==> config.mk <==
export PLATFORM = sky130hd
export DESIGN_NAME = online_add_sequencer
export DESIGN_NICKNAME = d
export VERILOG_FILES = /design/src/rtl/online_pkg.sv /design/src/rtl/sd_shift_reg.sv /design/src/rtl/online_add_sequencer.sv
export SDC_FILE = /design/constraint.sdc
export NUM_CORES = 1
export LEC_CHECK = 0
export ABC_AREA = 1
export CAP_MARGIN = 20
export CORE_MARGIN = 2
export CORE_UTILIZATION = 40
export DETAILED_ROUTE_END_ITERATION = 8
export GPL_ROUTABILITY_DRIVEN = 1
export PLACE_DENSITY_LB_ADDON = 0.25
export REMOVE_ABC_BUFFERS = 1
export SYNTH_ARGS = -nofsm -noshare
export SYNTH_HDL_FRONTEND = slang
export SYNTH_SLANG_ARGS = --single-unit
==> constraint.sdc <==
create_clock -name clk -period 1.79 [get_ports clk]
set_input_delay 0.4475 -clock clk [delete_from_list [all_inputs] [get_ports clk]]
set_output_delay 0.4475 -clock clk [all_outputs]
set_load 0.02 [all_outputs]
==> src/rtl/online_pkg.sv <==
// rtl/online_pkg.sv - shared digit codes, state encoding and signed-digit helpers
// Purpose : common definitions for the on-line adder sequencer and its sub-module.
// Contents: DIG_POS/DIG_NEG/DIG_ZERO digit codes, seq_state_e FSM states,
//           sd_clean (maps the unused 11 code to zero), sd_digit, sd_value.
package online_pkg;

    localparam logic [1:0] DIG_POS  = 2'b10;
    localparam logic [1:0] DIG_NEG  = 2'b01;
    localparam logic [1:0] DIG_ZERO = 2'b00;

    typedef enum logic [2:0] {
        ST_IDLE,
        ST_FLUSH,
        ST_STREAM,
        ST_DRAIN,
        ST_HOLD
    } seq_state_e;

    // 11 is not a legal digit; treat it as zero wherever a digit is taken in.
    function automatic logic [1:0] sd_clean(input logic [1:0] d);
        return (d == 2'b11) ? DIG_ZERO : d;
    endfunction

    function automatic int sd_digit(input logic [1:0] d);
        if (d == DIG_POS) return 1;
        if (d == DIG_NEG) return -1;
        return 0;
    endfunction

    // Value of an ndig-digit word, MSD in the top two used bits, scaled so that
    // the least significant digit has weight 1 (i.e. value * 2^(weight of LSD)).
    function automatic int sd_value(input logic [63:0] word, input int ndig);
        int acc;
        acc = 0;
        for (int i = 0; i < 32; i++) begin
            if (i < ndig) begin
                acc = acc * 2 + sd_digit(word[2*(ndig-1-i) +: 2]);
            end
        end
        return acc;
    endfunction

endpackage

==> src/rtl/sd_shift_reg.sv <==
// rtl/sd_shift_reg.sv - parallel-load MSD-first signed-digit shift register
// Purpose : holds one N-digit operand and presents its current leading digit.
// Ports   : clk, rst_n (async active-low), load_i/word_i (parallel load, wins
//           over shift), shift_i (advance one digit), msd_o (current digit).
module sd_shift_reg
    import online_pkg::*;
#(
    parameter int N = 8
) (
    input  logic           clk,
    input  logic           rst_n,
    input  logic           load_i,
    input  logic [2*N-1:0] word_i,
    input  logic           shift_i,
    output logic [1:0]     msd_o
);

    logic [2*N-1:0] sr_q;

    always_ff @(posedge clk or negedge rst_n) begin
        if (!rst_n) begin
            sr_q <= '0;
        end else if (load_i) begin
            sr_q <= word_i;
        end else if (shift_i) begin
            sr_q <= {sr_q[2*N-3:0], DIG_ZERO};
        end
    end

    assign msd_o = sr_q[2*N-1 -: 2];

endmodule

==> src/rtl/online_add_sequencer.sv <==
// rtl/online_add_sequencer.sv - sequencer for a radix-2 signed-digit on-line adder
// Purpose : loads two N-digit operands, flushes the adder's unreset state with
//           zeros, streams digits MSD-first, drains the online delay, collects
//           N+1 result digits and offers them on a valid/ready handshake.
// Ports   : clk, rst_n (async active-low); start/x_word/y_word request;
//           pause freezes sequencing; busy; add_en/add_x/add_y/add_z adder
//           interface; res_word/res_valid/res_ready result handshake.
module online_add_sequencer
    import online_pkg::*;
#(
    parameter int N     = 8,
    parameter int DELTA = 2
) (
    input  logic               clk,
    input  logic               rst_n,
    input  logic               start,
    input  logic [2*N-1:0]     x_word,
    input  logic [2*N-1:0]     y_word,
    input  logic               pause,
    output logic               busy,
    output logic               add_en,
    output logic [1:0]         add_x,
    output logic [1:0]         add_y,
    input  logic [1:0]         add_z,
    output logic [2*(N+1)-1:0] res_word,
    output logic               res_valid,
    input  logic               res_ready
);

    localparam int CW = $clog2(N + 2*DELTA + 1);
    localparam logic [CW-1:0] FLUSH_LAST  = CW'(DELTA - 1);
    localparam logic [CW-1:0] STREAM_LAST = CW'(N - 1);
    localparam logic [CW-1:0] DRAIN_LAST  = CW'(N + DELTA - 1);
    localparam logic [CW-1:0] CAP_FIRST   = CW'(DELTA - 1);

    seq_state_e           state_q;
    logic [CW-1:0]        cnt_q;     // FLUSH cycle count, then digit index s
    logic                 busy_q;
    logic                 res_valid_q;
    logic [2*(N+1)-1:0]   res_q;

    logic                 seq_phase;
    logic                 active;
    logic                 load;
    logic                 shift;
    logic                 capture;
    logic [1:0]           x_msd;
    logic [1:0]           y_msd;

    assign seq_phase = (state_q == ST_FLUSH) || (state_q == ST_STREAM) ||
                       (state_q == ST_DRAIN);
    assign active    = seq_phase && !pause;
    assign load      = (state_q == ST_IDLE) && start;
    assign shift     = active && (state_q == ST_STREAM);
    // cnt_q carries on from STREAM into DRAIN, so it is the digit index s here.
    assign capture   = active && (state_q != ST_FLUSH) && (cnt_q >= CAP_FIRST);

    sd_shift_reg #(.N(N)) u_x_sr (
        .clk     (clk),
        .rst_n   (rst_n),
        .load_i  (load),
        .word_i  (x_word),
        .shift_i (shift),
        .msd_o   (x_msd)
    );

    sd_shift_reg #(.N(N)) u_y_sr (
        .clk     (clk),
        .rst_n   (rst_n),
        .load_i  (load),
        .word_i  (y_word),
        .shift_i (shift),
        .msd_o   (y_msd)
    );

    always_ff @(posedge clk or negedge rst_n) begin
        if (!rst_n) begin
            state_q     <= ST_IDLE;
            cnt_q       <= '0;
            busy_q      <= 1'b0;
            res_valid_q <= 1'b0;
            res_q       <= '0;
        end else begin
            if (capture) begin
                res_q <= {res_q[2*N-1:0], sd_clean(add_z)};
            end
            case (state_q)
                ST_IDLE: begin
                    if (start) begin
                        state_q <= ST_FLUSH;
                        cnt_q   <= '0;
                        busy_q  <= 1'b1;
                        res_q   <= '0;
                    end
                end
                ST_FLUSH: begin
                    if (!pause) begin
                        if (cnt_q == FLUSH_LAST) begin
                            state_q <= ST_STREAM;
                            cnt_q   <= '0;
                        end else begin
                            cnt_q <= cnt_q + CW'(1);
                        end
                    end
                end
                ST_STREAM: begin
                    if (!pause) begin
                        cnt_q <= cnt_q + CW'(1);
                        if (cnt_q == STREAM_LAST) begin
                            state_q <= ST_DRAIN;
                        end
                    end
                end
                ST_DRAIN: begin
                    if (!pause) begin
                        if (cnt_q == DRAIN_LAST) begin
                            state_q     <= ST_HOLD;
                            cnt_q       <= '0;
                            res_valid_q <= 1'b1;
                        end else begin
                            cnt_q <= cnt_q + CW'(1);
                        end
                    end
                end
                ST_HOLD: begin
                    if (res_ready) begin
                        state_q     <= ST_IDLE;
                        busy_q      <= 1'b0;
                        res_valid_q <= 1'b0;
                    end
                end
                default: begin
                    state_q     <= ST_IDLE;
                    cnt_q       <= '0;
                    busy_q      <= 1'b0;
                    res_valid_q <= 1'b0;
                end
            endcase
        end
    end

    assign busy      = busy_q;
    assign res_valid = res_valid_q;
    assign res_word  = res_q;
    // Digits only come from registered state, so they hold while paused.
    assign add_en    = active;
    assign add_x     = (state_q == ST_STREAM) ? sd_clean(x_msd) : DIG_ZERO;
    assign add_y     = (state_q == ST_STREAM) ? sd_clean(y_msd) : DIG_ZERO;

endmodule

# --- Yosys cells after proc, flatten, opt, wreduce, memory -nomap -nowiden ---
# Index checks and enable logic that the tools add are counted.
# W data, S select, Z words.
op_classes:
  eq_ne: 19
  muxes: 34
  n_lt_le_gt_ge: 1
  reduce_logical: 16
  bitwise_logic: 3
  addsub: 1
op_table:
  columns: ["operator", "count"]
  rows:
  - ["$mux W16", 4]
  - ["$mux W18", 3]
  - ["$mux W3", 8]
  - ["$mux W4", 6]
  - ["$pmux W4 S5", 1]
  - ["$pmux W3 S5", 1]
  - ["$mux W2", 5]
  - ["$ne A2 B2 Y1 const B", 5]
  - ["$reduce_and A8 Y1", 1]
  - ["$eq A2 B2 Y1 const B", 3]
  - ["$eq A3 B2 Y1 const B", 2]
  - ["$ne A2 B1 Y1 const B", 3]
  - ["$pmux W1 S3", 2]
  - ["$reduce_or A3 Y1", 2]
  - ["$logic_and A1 B1 Y1", 5]
  - ["$reduce_and A5 Y1", 1]
  - ["$add A4 B1 Y4 const B", 1]
  - ["$eq A4 B1 Y1 const B", 1]
  - ["$eq A4 B3 Y1 const B", 1]
  - ["$eq A4 B4 Y1 const B", 1]
  - ["$ge A4 B1 Y1 const B", 1]
  - ["$mux W1", 4]
  - ["$reduce_and A4 Y1", 1]
  - ["$eq A3 B1 Y1 const B", 1]
  - ["8 further kinds", 11]
totals:
  wordCells: 81
  ff_bits: 59
  inputBits: 39
  output_inout_bits: 25

# --- Depth between registers and ports, before layout ---
logic_depth:
  depth_word: 9
  depth_mapped: 9
  mapped_depth_nobuf: 9

# --- By module ---
# Synthesis repeated with hierarchy kept, for this count alone.
hier_totals:
  cells_unflattened: 373
  area_unflattened_um2: 3002.9
modules_own_cells:
  columns: ["module", "area_each_um2", "n_inst", "seq_area_each_um2", "cells_per_inst"]
  rows:
  - ["online_add_sequencer", 1514.0, 1, 675.6, 199]
  - ["sd_shift_reg", 744.5, 2, 400.4, 87]

# --- Least setup slack after synthesis ---
# Ideal clock, no wire load.
synth_timing:
  path_kind: "register to output"
  start: "reg state_q[2]"
  end: "out add_x[0]"
  t_arrival_ns: 1.174
  stages_incl_launch_ff: 4
  path_buffers: 0
  setup_slack_ns: 0.169
  required_ns: 1.342
  path_cell_list: "dfrtp_1 > nor2_4 > nand2_4 > nor3_1"
synth_between:
  elab_chain_cells: 2
synth_rtl:
  columns: ["item", "line_no", "source"]
  rows:
  - ["start, declared", "online_add_sequencer.sv:36", "seq_state_e state_q;"]
  - ["start signal, assigned", "online_add_sequencer.sv:78", "state_q <= ST_IDLE;"]
  - ["start signal, assigned", "online_add_sequencer.sv:90", "state_q <= ST_FLUSH;"]
  - ["start signal, assigned", "online_add_sequencer.sv:99", "state_q <= ST_STREAM;"]
  - ["$eq A3 B2 Y1", "online_add_sequencer.sv:147", "assign add_x = (state_q == ST_STREAM) ? sd_clean(x_msd) : DIG_ZERO;"]
  - ["$mux W2", "online_add_sequencer.sv:147", null]
  - ["end, declared", "online_add_sequencer.sv:22", "output logic [1:0] add_x,"]
# No other way between the ends.

# --- Worst setup path after layout ---
layout_timing:
  start: "reg res_q[15], in the netlist res_word[15]"
  end: "out res_word[15]"
layout_rtl:
  columns: ["item", "line_no", "source"]
  rows:
  - ["start, declared", "online_add_sequencer.sv:40", "logic [2*(N+1)-1:0] res_q;"]
  - ["start signal, assigned", "online_add_sequencer.sv:85", "res_q <= {res_q[2*N-1:0], sd_clean(add_z)};"]
  - ["end, declared", "online_add_sequencer.sv:25", "output logic [2*(N+1)-1:0] res_word,"]
# No word-level cell between the ends.

==> flow_results.xml <==
<?xml version="1.0" encoding="UTF-8"?>
<metrics>
  <group name="floorplanning">
    <metric name="rows" unit="">30</metric>
    <metric name="initial_core_util" unit="">0.4185</metric>
    <metric name="chipHeight" unit="µm">89.01</metric>
    <metric name="floorplan.core_area" unit="µm²">6907</metric>
    <metric name="die_width" unit="µm">89.01</metric>
    <metric name="floorplan.io_pins" unit="">64</metric>
    <metric name="area_of_the_die" unit="µm²">7922</metric>
  </group>
  <group name="worst_setup_path">
    <metric name="critPathLaunch" unit="">res_word[15]</metric>
    <metric name="r2r_cells" unit="">9</metric>
    <metric name="reg2reg_from" unit="">cnt_q[1]</metric>
    <metric name="cpMaxStageDelayCell" unit="">clkdlybuf4s50_1</metric>
    <metric name="setup_slack_reg_to_reg" unit="ns">0.14</metric>
    <metric name="critical_path_arrival" unit="ns">1.30</metric>
    <metric name="slowest_delay" unit="ns">0.61</metric>
    <metric name="critical_path_peak_fanout" unit="">3</metric>
    <metric name="crit_type" unit="">reg -&gt; out</metric>
    <metric name="cp_cell_sequence" unit="">clkdlybuf4s50_1</metric>
    <metric name="crit_path_buf_inv_count" unit="">1</metric>
    <metric name="cp_top_family" unit="">buffers and inverters</metric>
    <metric name="worstSetupEndpointType" unit="">output pin</metric>
    <metric name="worstReg2RegEnd" unit="">state_q[0]</metric>
    <metric name="critical_path_required" unit="ns">1.34</metric>
    <metric name="crit_start_category" unit="">flip-flop</metric>
  </group>
  <group name="sta">
    <metric name="timing.final.setup_violations" unit="">0</metric>
    <metric name="clock.fmax" unit="MHz">573.2</metric>
    <metric name="relative_slew_slack" unit="">0.7844</metric>
    <metric name="layout_worst_path_cycle_share" unit="">0.9747</metric>
    <metric name="max_slew.worst_pin.slew" unit="ns">0.3234</metric>
    <metric name="rsz_0062_raised_after_global_routing" unit="">false</metric>
    <metric name="finalCriticalPeriod" unit="ns">1.745</metric>
    <metric name="smallest_hold_slack" unit="ns">0.1133</metric>
    <metric name="hold_viol" unit="">0</metric>
    <metric name="worst_clock_skew" unit="ns">0.004268</metric>
    <metric name="maxSlewViolCount" unit="">0</metric>
  </group>
  <group name="global_route">
    <metric name="overall_routing_resource_usage" unit="">0.1882</metric>
    <metric name="grt_pass1_wl" unit="µm">11640</metric>
    <metric name="grt_antenna_before_repair" unit="">0</metric>
    <metric name="grt.overflow.total" unit="">0</metric>
    <metric name="grt_pass1_vias" unit="">2612</metric>
    <metric name="grt_max_degree" unit="">60</metric>
  </group>
  <group name="clock_network">
    <metric name="clk_latency" unit="ns">0.32</metric>
    <metric name="total_number_of_clock_tree_sinks" unit="">59</metric>
    <metric name="ctsRootBufferMaster" unit="">clkbuf_8</metric>
    <metric name="path_clk_slew" unit="ns">0.07</metric>
    <metric name="clock_buffers_created_by_tritoncts" unit="">9</metric>
    <metric name="cts_max_level" unit="">3</metric>
    <metric name="max-clock-path-buffers" unit="">2</metric>
    <metric name="cts_tree" unit="">built</metric>
  </group>
  <group name="detailed_routing">
    <metric name="route.detailed.wl_per_inst" unit="µm">12.52</metric>
    <metric name="via_per_inst" unit="">4.850</metric>
    <metric name="routed_wl" unit="µm">6862</metric>
    <metric name="antenna_violating_nets_post_route" unit="">0</metric>
    <metric name="drt-pass1-iter-count" unit="">4</metric>
    <metric name="via_count" unit="">2658</metric>
    <metric name="remaining_drc_errors" unit="">0</metric>
    <metric name="initial_detailed_routing_violation_count" unit="">197</metric>
  </group>
  <group name="logic_synthesis">
    <metric name="synth_warnings" unit="">0</metric>
    <metric name="yosys.area.top_type" unit="">dfrtp_1</metric>
    <metric name="synth.yosys.seq_area_share" unit="">0.5108</metric>
    <metric name="synth_top_cells_by_area" unit="">dfrtp_1 51%, o21ai_0 9.0%, nor2_1 8.8%</metric>
    <metric name="syn_area" unit="µm²">2890</metric>
    <metric name="synthDominantCellAreaShare" unit="">0.5108</metric>
    <metric name="syn-instance-count" unit="">362</metric>
    <metric name="syn_avg_cell_area" unit="µm²">7.984</metric>
    <metric name="yosysUniqueCellTypes" unit="">23</metric>
    <metric name="ys_seq_elements" unit="">59</metric>
  </group>
  <group name="finish">
    <metric name="layout.cells.most_common_list" unit="">68 x nor2_1, 65 x nand2_1, 59 x dfrtp_1</metric>
    <metric name="final_design_area_no_fill" unit="µm²">4034</metric>
    <metric name="layout_commonest_cell" unit="">nor2_1</metric>
    <metric name="num-nets-final" unit="">489</metric>
    <metric name="share_of_post_route_cells_with_drive_strength_above_1" unit="">0.1438</metric>
    <metric name="syn_to_final_growth" unit="%">39.57</metric>
    <metric name="filler_cell_count" unit="">640</metric>
    <metric name="antennaDiodeCount" unit="">0</metric>
    <metric name="final_std_cells_w_o_fill" unit="">548</metric>
  </group>
  <group name="power">
    <metric name="power-per-cell-area" unit="nW/µm²">1805</metric>
    <metric name="pwr-share-seq" unit="">0.328</metric>
    <metric name="power.leakage" unit="nW">1.926</metric>
    <metric name="p_clk_frac" unit="">0.189</metric>
    <metric name="ir_worst_vdd" unit="V">0.0006542</metric>
    <metric name="netSwitchingFraction" unit="">0.4007</metric>
    <metric name="p_int" unit="mW">4.362</metric>
    <metric name="total_switching_power" unit="mW">2.917</metric>
    <metric name="combPwrFrac" unit="">0.483</metric>
  </group>
  <group name="place">
    <metric name="post_dp_cell_area" unit="µm²">3765</metric>
    <metric name="cell_count_post_placement" unit="">531</metric>
    <metric name="hpwl" unit="µm">4636</metric>
    <metric name="gp_routability_congestion" unit="">0.8216</metric>
    <metric name="placement.io_buffers" unit="">63</metric>
  </group>
  <group name="outcome">
    <metric name="run_status" unit="">complete, no violations</metric>
  </group>
  <group name="worst_hold_path">
    <metric name="hp-class" unit="">in -&gt; async</metric>
  </group>
  <group name="flow_run">
    <metric name="maxCapViolations" unit="">0</metric>
  </group>
</metrics>
[how the worst max path moves through the flow]
stage | to | slack [ns] | cells past startpoint
2_1_floorplan | u_x_sr.sr_q[14] | -0.11 | 7
3_3_place_gp | add_en | -0.33 | 3
3_5_place_dp | add_en | -0.32 | 3
4_1_cts | res_word[5] | 0.002 | 1
5_1_grt | res_word[6] | 0.0007 | 1
6_report | res_word[15] | 0.05 | 1
[power groups by stage]
stage               clock [mW]  sequential [mW]  combinational, mW
floorplan                    0             2.62               1.75
global placement             0             2.38               3.40
detailed placement           0             2.41               3.49
CTS                       1.41             2.39               3.47
global route              1.46             2.47               3.95
finish                    1.37             2.39               3.52
[routing by layer]
layer / global-route usage / part of all wire
met2: 0.3053 / 0.49
met1: 0.2516 / 0.46
met5: 0 / 0
met3: 0.03047 / 0.048
met4: 0.08005 / 0.0054
[metrics by stage]
| step | worst slack, ns | power [mW] | utilization | setup TNS [ns] |
|---|---|---|---|---|
| global route | 0.0006930 | 7.886 | 0.5841 | 0 |
| detailed placement | -0.3227 | 5.899 | 0.5451 | -1.102 |
| global placement | -0.3270 | 5.783 | 0.5451 | -0.8331 |
| floorplan | -0.1083 | 4.374 | - | -0.7950 |
| CTS | 0.001530 | 7.270 | 0.5748 | 0 |
| finish | 0.04534 | 7.279 | 0.5841 | 0 |
[Yosys cell counts]
library cell,count
buf_4,2
o21ai_1,8
dfrtp_1,59
inv_2,4
nor2_1,68
nand2_2,1
nor2_4,2
inv_1,19
o21ai_0,52
a21oi_1,22
buf_6,3
buf_2,10
nor3b_1,1
inv_4,1
nand2_4,3
nand2_1,65
nand3_1,28
nand3b_1,1
xor2_1,1
ha_1,3
nand4_1,3
clkbuf_2,1
nor3_1,5
[cells by family (layout without fill, tap and decap cells)]
logic type / count (synthesis) / in the layout / synth area share
and+or+nand+nor: 177 / 177 / 0.2632
AOI/OAI and AO/OA: 82 / 82 / 0.1420
adders and majority gates: 3 / 3 / 0.01299
xor gates and xnor gates: 1 / 1 / 0.003031
DFF: 59 / 59 / 0.5108
buffers and inverters: 40 / 130 / 0.06796
[sequential cells by signal (all words and copies together) (netlist names)]
signal and count:
u_x_sr.sr_q 16, res_word 18, u_y_sr.sr_q 16, res_valid 1, busy 1, state_q 3, cnt_q 4
[cell type report]
| cell class | instances | area [µm²] | area share |
|---|---|---|---|
| clock inverters | 5 | 75.07 | 0.01861 |
| clock buffers | 11 | 151.4 | 0.03753 |
| well taps | 96 | 120.1 | 0.02978 |
| multi-input cells | 263 | 1249 | 0.3096 |
| inverters | 24 | 92.59 | 0.02295 |
| repair buffers | 90 | 869.6 | 0.2156 |
| flip-flops and latches | 59 | 1476 | 0.3660 |
[what timing repair did]
| action | in CTS | in global routing |
|---|---|---|
| buffers inserted | 0 | 1 |
| endpoints found under the setup margin | 6 | 14 |
| resized for setup | 27 | 17 |
| pin swaps | 0 | 1 |
| hold buffers | 0 | 0 |
No activity file was read; power rests on OpenSTA's default activity.
